$ cat config.mk
export PLATFORM = sky130hd
export DESIGN_NAME = pixel_compositor
export DESIGN_NICKNAME = d
export VERILOG_FILES = /design/src/rtl/compositor_pkg.sv /design/src/rtl/alpha_blend4.sv /design/src/rtl/pixel_compositor.sv
export SDC_FILE = /design/constraint.sdc
export NUM_CORES = 1
export LEC_CHECK = 0
export ABC_AREA = 1
export BUFFER_PORTS_ARGS = -buffer_cell sky130_fd_sc_hd__buf_4
export CORE_AREA = 5 5 124 126
export DETAILED_ROUTE_END_ITERATION = 8
export DIE_AREA = 0 0 129 131
export GPL_ROUTABILITY_DRIVEN = 0
export SLEW_MARGIN = 15
export SYNTH_ARGS = -nofsm -noshare
export SYNTH_HDL_FRONTEND = slang
export SYNTH_SLANG_ARGS = --single-unit
$ cat constraint.sdc
create_clock -name clk -period 4.65 [get_ports clk]
set_input_delay 0.6975 -clock clk [delete_from_list [all_inputs] [get_ports clk]]
set_output_delay 0.6975 -clock clk [all_outputs]
set_load 0.05 [all_outputs]
$ cat src/rtl/compositor_pkg.sv
// Shared types and widths for the pixel compositor.
package compositor_pkg;

  localparam int unsigned CHAN_W    = 4;
  localparam int unsigned COLOR_W   = 12;
  localparam int unsigned ALPHA_W   = 5;
  localparam int unsigned ALPHA_MAX = 16;
  localparam int unsigned X_W       = 10;
  localparam int unsigned Y_W       = 9;
  localparam int unsigned FCNT_W    = 8;

  // Fade sequencing for the end screen.
  typedef enum logic [1:0] {
    IDLE = 2'd0,
    FADE = 2'd1,
    SHOW = 2'd2
  } fade_state_t;

  // One pixel split into its {R,G,B} channels.
  typedef struct packed {
    logic [CHAN_W-1:0] r;
    logic [CHAN_W-1:0] g;
    logic [CHAN_W-1:0] b;
  } rgb_t;

  // Reinterpret a packed 12-bit colour as channels.
  function automatic rgb_t to_rgb(input logic [COLOR_W-1:0] c);
    return rgb_t'(c);
  endfunction

endpackage

$ cat src/rtl/alpha_blend4.sv
// Single-channel blend: (e*a + u*(16-a)) >> 4, truncated.
module alpha_blend4
  import compositor_pkg::*;
(
  input  logic [CHAN_W-1:0]  e,
  input  logic [CHAN_W-1:0]  u,
  input  logic [ALPHA_W-1:0] a,
  output logic [CHAN_W-1:0]  blended_c
);

  localparam logic [ALPHA_W-1:0] A_FULL = ALPHA_W'(ALPHA_MAX);

  logic [7:0] e_term_c;
  logic [7:0] u_term_c;
  logic [7:0] sum_c;

  // Weighted sum fits in 8 bits (max 15*16 = 240), so no overflow.
  always_comb begin
    e_term_c  = 8'(e) * 8'(a);
    u_term_c  = 8'(u) * 8'(A_FULL - a);
    sum_c     = e_term_c + u_term_c;
    blended_c = CHAN_W'(sum_c >> 4);
  end

endmodule

$ cat src/rtl/pixel_compositor.sv
// Final pixel stage: layer priority, colour key, end-screen fade, sync alignment.
module pixel_compositor
  import compositor_pkg::*;
#(
  parameter logic [COLOR_W-1:0] BG_COLOR         = 12'h000,
  parameter logic [COLOR_W-1:0] KEY_COLOR        = 12'hF0F,
  parameter int unsigned        FADE_STEP_FRAMES = 4
) (
  input  logic               clk,
  input  logic               rst_n,
  input  logic [X_W-1:0]     x,
  input  logic [Y_W-1:0]     y,
  input  logic               video_on,
  input  logic               hsync_in,
  input  logic               vsync_in,
  input  logic [COLOR_W-1:0] game_sprite_data,
  input  logic               game_sprite_enable,
  input  logic [COLOR_W-1:0] end_sprite_data_out,
  input  logic               end_sprite_enable,
  input  logic               game_over,
  output logic [CHAN_W-1:0]  vga_r,
  output logic [CHAN_W-1:0]  vga_g,
  output logic [CHAN_W-1:0]  vga_b,
  output logic               hsync,
  output logic               vsync
);

  localparam logic [FCNT_W-1:0]  STEP_LAST  = FCNT_W'(FADE_STEP_FRAMES - 1);
  localparam logic [ALPHA_W-1:0] ALPHA_FULL = ALPHA_W'(ALPHA_MAX);
  localparam logic [ALPHA_W-1:0] ALPHA_LAST = ALPHA_W'(ALPHA_MAX - 1);

  // Stage-1 aligned timing
  logic video_on_d;
  logic hsync_d;
  logic vsync_d;

  // Frame tick
  logic origin_prev;
  logic origin_c;
  logic tick_c;

  // Fade state
  fade_state_t        state;
  logic [ALPHA_W-1:0] alpha;
  logic [FCNT_W-1:0]  frame_cnt;

  // Stage-1 pixel path
  rgb_t              under_c;
  rgb_t              end_px_c;
  rgb_t              pix_c;
  logic              end_visible_c;
  logic [CHAN_W-1:0] blend_r_c;
  logic [CHAN_W-1:0] blend_g_c;
  logic [CHAN_W-1:0] blend_b_c;

  // Delay stage-0 timing by one cycle to meet the sprite renderers' outputs.
  always_ff @(posedge clk or negedge rst_n) begin
    if (!rst_n) begin
      video_on_d <= 1'b0;
      hsync_d    <= 1'b1;
      vsync_d    <= 1'b1;
    end else begin
      video_on_d <= video_on;
      hsync_d    <= hsync_in;
      vsync_d    <= vsync_in;
    end
  end

  // Tick fires on the first cycle of a run at the raster origin.
  always_comb begin
    origin_c = (x == '0) && (y == '0);
    tick_c   = origin_c && !origin_prev;
  end

  // Remember whether the previous raster position was the origin.
  always_ff @(posedge clk or negedge rst_n) begin
    if (!rst_n) begin
      origin_prev <= 1'b0;
    end else begin
      origin_prev <= origin_c;
    end
  end

  // Fade sequencer: advances on frame ticks; game_over low clears at once.
  always_ff @(posedge clk or negedge rst_n) begin
    if (!rst_n) begin
      state     <= IDLE;
      alpha     <= '0;
      frame_cnt <= '0;
    end else if (!game_over) begin
      state     <= IDLE;
      alpha     <= '0;
      frame_cnt <= '0;
    end else if (tick_c) begin
      case (state)
        IDLE: begin
          state     <= FADE;
          alpha     <= '0;
          frame_cnt <= '0;
        end
        FADE: begin
          if (frame_cnt == STEP_LAST) begin
            frame_cnt <= '0;
            alpha     <= alpha + ALPHA_W'(1);
            if (alpha == ALPHA_LAST) begin
              state <= SHOW;
            end
          end else begin
            frame_cnt <= frame_cnt + FCNT_W'(1);
          end
        end
        SHOW: begin
          alpha     <= ALPHA_FULL;
          frame_cnt <= '0;
        end
        default: begin
          state     <= IDLE;
          alpha     <= '0;
          frame_cnt <= '0;
        end
      endcase
    end
  end

  // Resolve the under layer and end-layer visibility (colour key applies to both).
  always_comb begin
    end_px_c = to_rgb(end_sprite_data_out);
    if (game_sprite_enable && (game_sprite_data != KEY_COLOR)) begin
      under_c = to_rgb(game_sprite_data);
    end else begin
      under_c = to_rgb(BG_COLOR);
    end
    end_visible_c = end_sprite_enable && (end_sprite_data_out != KEY_COLOR) &&
                    (alpha != '0);
  end

  alpha_blend4 u_blend_r (
    .e         (end_px_c.r),
    .u         (under_c.r),
    .a         (alpha),
    .blended_c (blend_r_c)
  );

  alpha_blend4 u_blend_g (
    .e         (end_px_c.g),
    .u         (under_c.g),
    .a         (alpha),
    .blended_c (blend_g_c)
  );

  alpha_blend4 u_blend_b (
    .e         (end_px_c.b),
    .u         (under_c.b),
    .a         (alpha),
    .blended_c (blend_b_c)
  );

  // Pick blanked, blended or plain under-layer pixel.
  always_comb begin
    if (!video_on_d) begin
      pix_c = '0;
    end else if (end_visible_c) begin
      pix_c.r = blend_r_c;
      pix_c.g = blend_g_c;
      pix_c.b = blend_b_c;
    end else begin
      pix_c = under_c;
    end
  end

  // Output register: RGB and syncs leave together.
  always_ff @(posedge clk or negedge rst_n) begin
    if (!rst_n) begin
      vga_r <= '0;
      vga_g <= '0;
      vga_b <= '0;
      hsync <= 1'b1;
      vsync <= 1'b1;
    end else begin
      vga_r <= pix_c.r;
      vga_g <= pix_c.g;
      vga_b <= pix_c.b;
      hsync <= hsync_d;
      vsync <= vsync_d;
    end
  end

endmodule

==> flow_metrics.tcl <==
set metrics [dict create \
    use_met1 0.251 \
    drc 0 \
    grt.overflow.total 0 \
    post-route-period-util 0.962 \
    final_nets 1076 \
    worst-path-max-fanout 7 \
    fill_cells 1385 \
    synth-seq-cells 33 \
    rows 44 \
    worstSetupPathType "primary input to register" \
    worstSetupEndpointType "register" \
    worstMarginPinSlew_ns 0.667 \
    r2r_cells 20 \
    skew_ns 0.0123 \
    setup_viol 0 \
    relSlewSlack 0.555 \
    power_density_nw_per_um2 277 \
    layout.cells.non_filler 1093 \
    required_ns 4.82 \
    hold_path_class "register to register" \
    busiest_layer "met2" \
    ctsHtreeMaxLevel 2 \
    ys_warn_count 0 \
    grt_max_degree 34 \
    port_buffers 64 \
    placedCellCount 1077 \
    grt_util_met3 0.0272 \
    die_y_um 131 \
    worstPathArrival_ns 4.64 \
    cap_violations 0 \
    vdd_drop_max_v 0.000186 \
    synth_fp_nets 939 \
    cts_tree "done" \
    vias 5055 \
    syn_avg_cell_area_um2 7.21 \
    fp.dieW_um 129 \
    start_util 0.391 \
    die-area_um2 16900 \
    grt_pass1_vias 5085 \
    hold_violations 0 \
    synth.yosys.seq_area_share 0.150 \
    clock_path_buffers 2 \
    dr.first_iter.drc_count 169 \
    totalWireLength_um 14700 \
    antenna_found_initial 0 \
    drtPass1Iterations 4 \
    design_area_um2 7300 \
    dp_slack_ns -0.377 \
    finalPower_mw 2.03 \
    final_antenna_net_count 0 \
    wl_per_cell_um 13.4 \
    grt_pass1_wl_um 24500 \
    syn_inst 771 \
    vias_per_cell 4.62 \
    fin_ws_ns 0.175 \
    core_um2 14200 \
    antenna_cells 0 \
    hold-path-cell-count 0 \
    power_leakage_nw 4.09 \
    met2_usage 0.310 \
    insertion_delay_ns 0.28 \
    area_growth_pct 31.5 \
    drive_gt1_frac 0.266 \
    drv_slew 0 \
    hpwl_um 12000 \
    placed_cell_area_um2 6830 \
    numClockSinks 33 \
    cts_root_buf "clkbuf_16" \
    crit_path_start_kind "primary input" \
    cts_made_buffers 5 \
    outcome "complete, no violations" \
    fmax_ghz 0.223 \
    hold_ws_ns 0.355 \
    finalCriticalPeriod_ns 4.47 \
    synth_area_um2 5560 \
    track_usage 0.180 \
    ios 65 \
    clk_pin_slew_worst_paths_ns 0.05 \
    yosysUniqueCellTypes 37 \
]
-- logic make-up (layout without fill, tap and decap cells) --
group,count (synthesis),count (layout),synth area share
adders and majority gates,117,117,0.361
and+or+nand+nor,311,311,0.244
xor gates and xnor gates,18,18,0.0284
buffers and inverters,231,369,0.159
DFF,33,33,0.150
AOI/OAI and AO/OA,61,61,0.0583
-- per-layer routing --
layer  up-vias  part of all wire
met5         -                 0
li1       2559                 -
met1      2381              0.46
met2       111              0.48
met3         4             0.055
met4         0            0.0052
-- through the flow --
step / utilization / setup TNS (ns)
global placement: 0.481 / -2.32
global route: 0.514 / -0.120
detailed placement: 0.481 / -2.76
finish: 0.514 / 0
CTS: 0.493 / -0.00788
floorplan: - / -0.00683
-- critical path: stages --
cell and delay (ns):
buf_4 0.11, nand2_1 0.06, nor2_1 0.06, nand3_4 0.16, nand2_8 0.10, nor2_2 0.27, inv_1 0.13, nor2_1 0.17
fa_1 0.43, fa_1 0.46, fa_1 0.49, inv_1 0.05, fa_1 0.47, inv_1 0.04, ha_1 0.28, nand2_1 0.08
o21ai_1 0.11, a31oi_4 0.18, inv_1 0.06, nand2_1 0.06, nand3_1 0.06, nand2_1 0.09, inv_1 0.04
-- layout by cell type, fill, tap and decap left out, types with 4 or more instances in the layout --
| cell type | count |
|---|---|
| nand3_4 | 5 |
| xnor2_1 | 8 |
| ha_1 | 34 |
| fa_1 | 70 |
| nand3_1 | 29 |
| clkbuf_16 | 5 |
| ha_4 | 11 |
| inv_4 | 4 |
| dfstp_2 | 4 |
| nand4_1 | 8 |
| nand2_1 | 166 |
| a21oi_1 | 23 |
| o21ai_1 | 4 |
| o21ai_0 | 18 |
| nand3b_1 | 7 |
| nor2_1 | 55 |
| nor2_2 | 9 |
| nor4_1 | 6 |
| dfrtp_1 | 29 |
| inv_2 | 17 |
| buf_4 | 143 |
| nand2_2 | 10 |
| xor2_1 | 8 |
| inv_1 | 192 |
| a21oi_2 | 5 |
-- report_power, final --
| group | internal [mW] | switching (mW) | total (mW) |
|---|---|---|---|
| clock network | 0.196 | 0.133 | 0.329 |
| logic | 0.577 | 0.774 | 1.35 |
| registers | 0.323 | 0.0230 | 0.346 |
| total | 1.10 | 0.930 | 2.03 |
-- Yosys cell counts (all sizes together) --
library cell,n,area [µm²]
inv,213,800
nand2,179,687
fa,72,1440
nor2,67,256
ha,45,563
nand3,37,223
dfrtp,29,726
a21oi,28,140
o21ai,25,129
xnor2,10,87.6
buf,8,42.5
clkbuf,8,32.5
nand4,8,50.1
xor2,8,70.1
nand3b,7,52.6
nor4,6,37.5
a31oi,4,25.0
dfstp,4,105
nor3,4,30.0
a21o,2,15.0
clkinv,2,7.51
or2,2,12.5
o211ai,1,7.51
o21a,1,7.51
or3b,1,8.76
-- flip-flops by register name, summed over array words and instances, names as in the netlist, 2 cells and up --
name       cells
state          2
vga_g          4
vga_r          4
frame_cnt      8
alpha          5
vga_b          4
-- layout make-up --
| class | count | area, µm² | area share |
|---|---|---|---|
| sequential | 33 | 831 | 0.114 |
| clock buffer | 5 | 125 | 0.0171 |
| clock inverter | 3 | 17.5 | 0.00240 |
| tap | 184 | 230 | 0.0315 |
| multi-input combinational | 507 | 4170 | 0.570 |
| timing repair buffer | 146 | 1120 | 0.153 |
| inverter | 215 | 818 | 0.112 |
-- path summary, 6_finish.rpt --
check / slack [ns] / from / to
worst max-delay path: 0.18 / game_sprite_data[0] / vga_r[3]$_DFF_PN0_
worst min-delay path: 0.35 / hsync_d$_DFF_PN1_ / hsync$_DFF_PN1_
worst max register to register: 0.20 / alpha[1]$_DFFE_PN0P_ / vga_r[3]$_DFF_PN0_
worst min register to register: 0.35 / hsync_d$_DFF_PN1_ / hsync$_DFF_PN1_
max in group asynchronous: 3.93 / rst_n / vsync$_DFF_PN1_
min in group asynchronous: 0.37 / rst_n / frame_cnt[7]$_DFFE_PN0P_
-- timing repair --
action / 4_1_cts / 5_1_grt
hold buffers: 0 / 0
gates resized for setup: 6 / 68
setup buffers: 1 / 7
endpoints found under the hold margin: 0 / 0
pin swaps: 2 / 48
setup endpoints to repair: 2 / 12
Note: power is estimated with default switching activity, not from simulation.
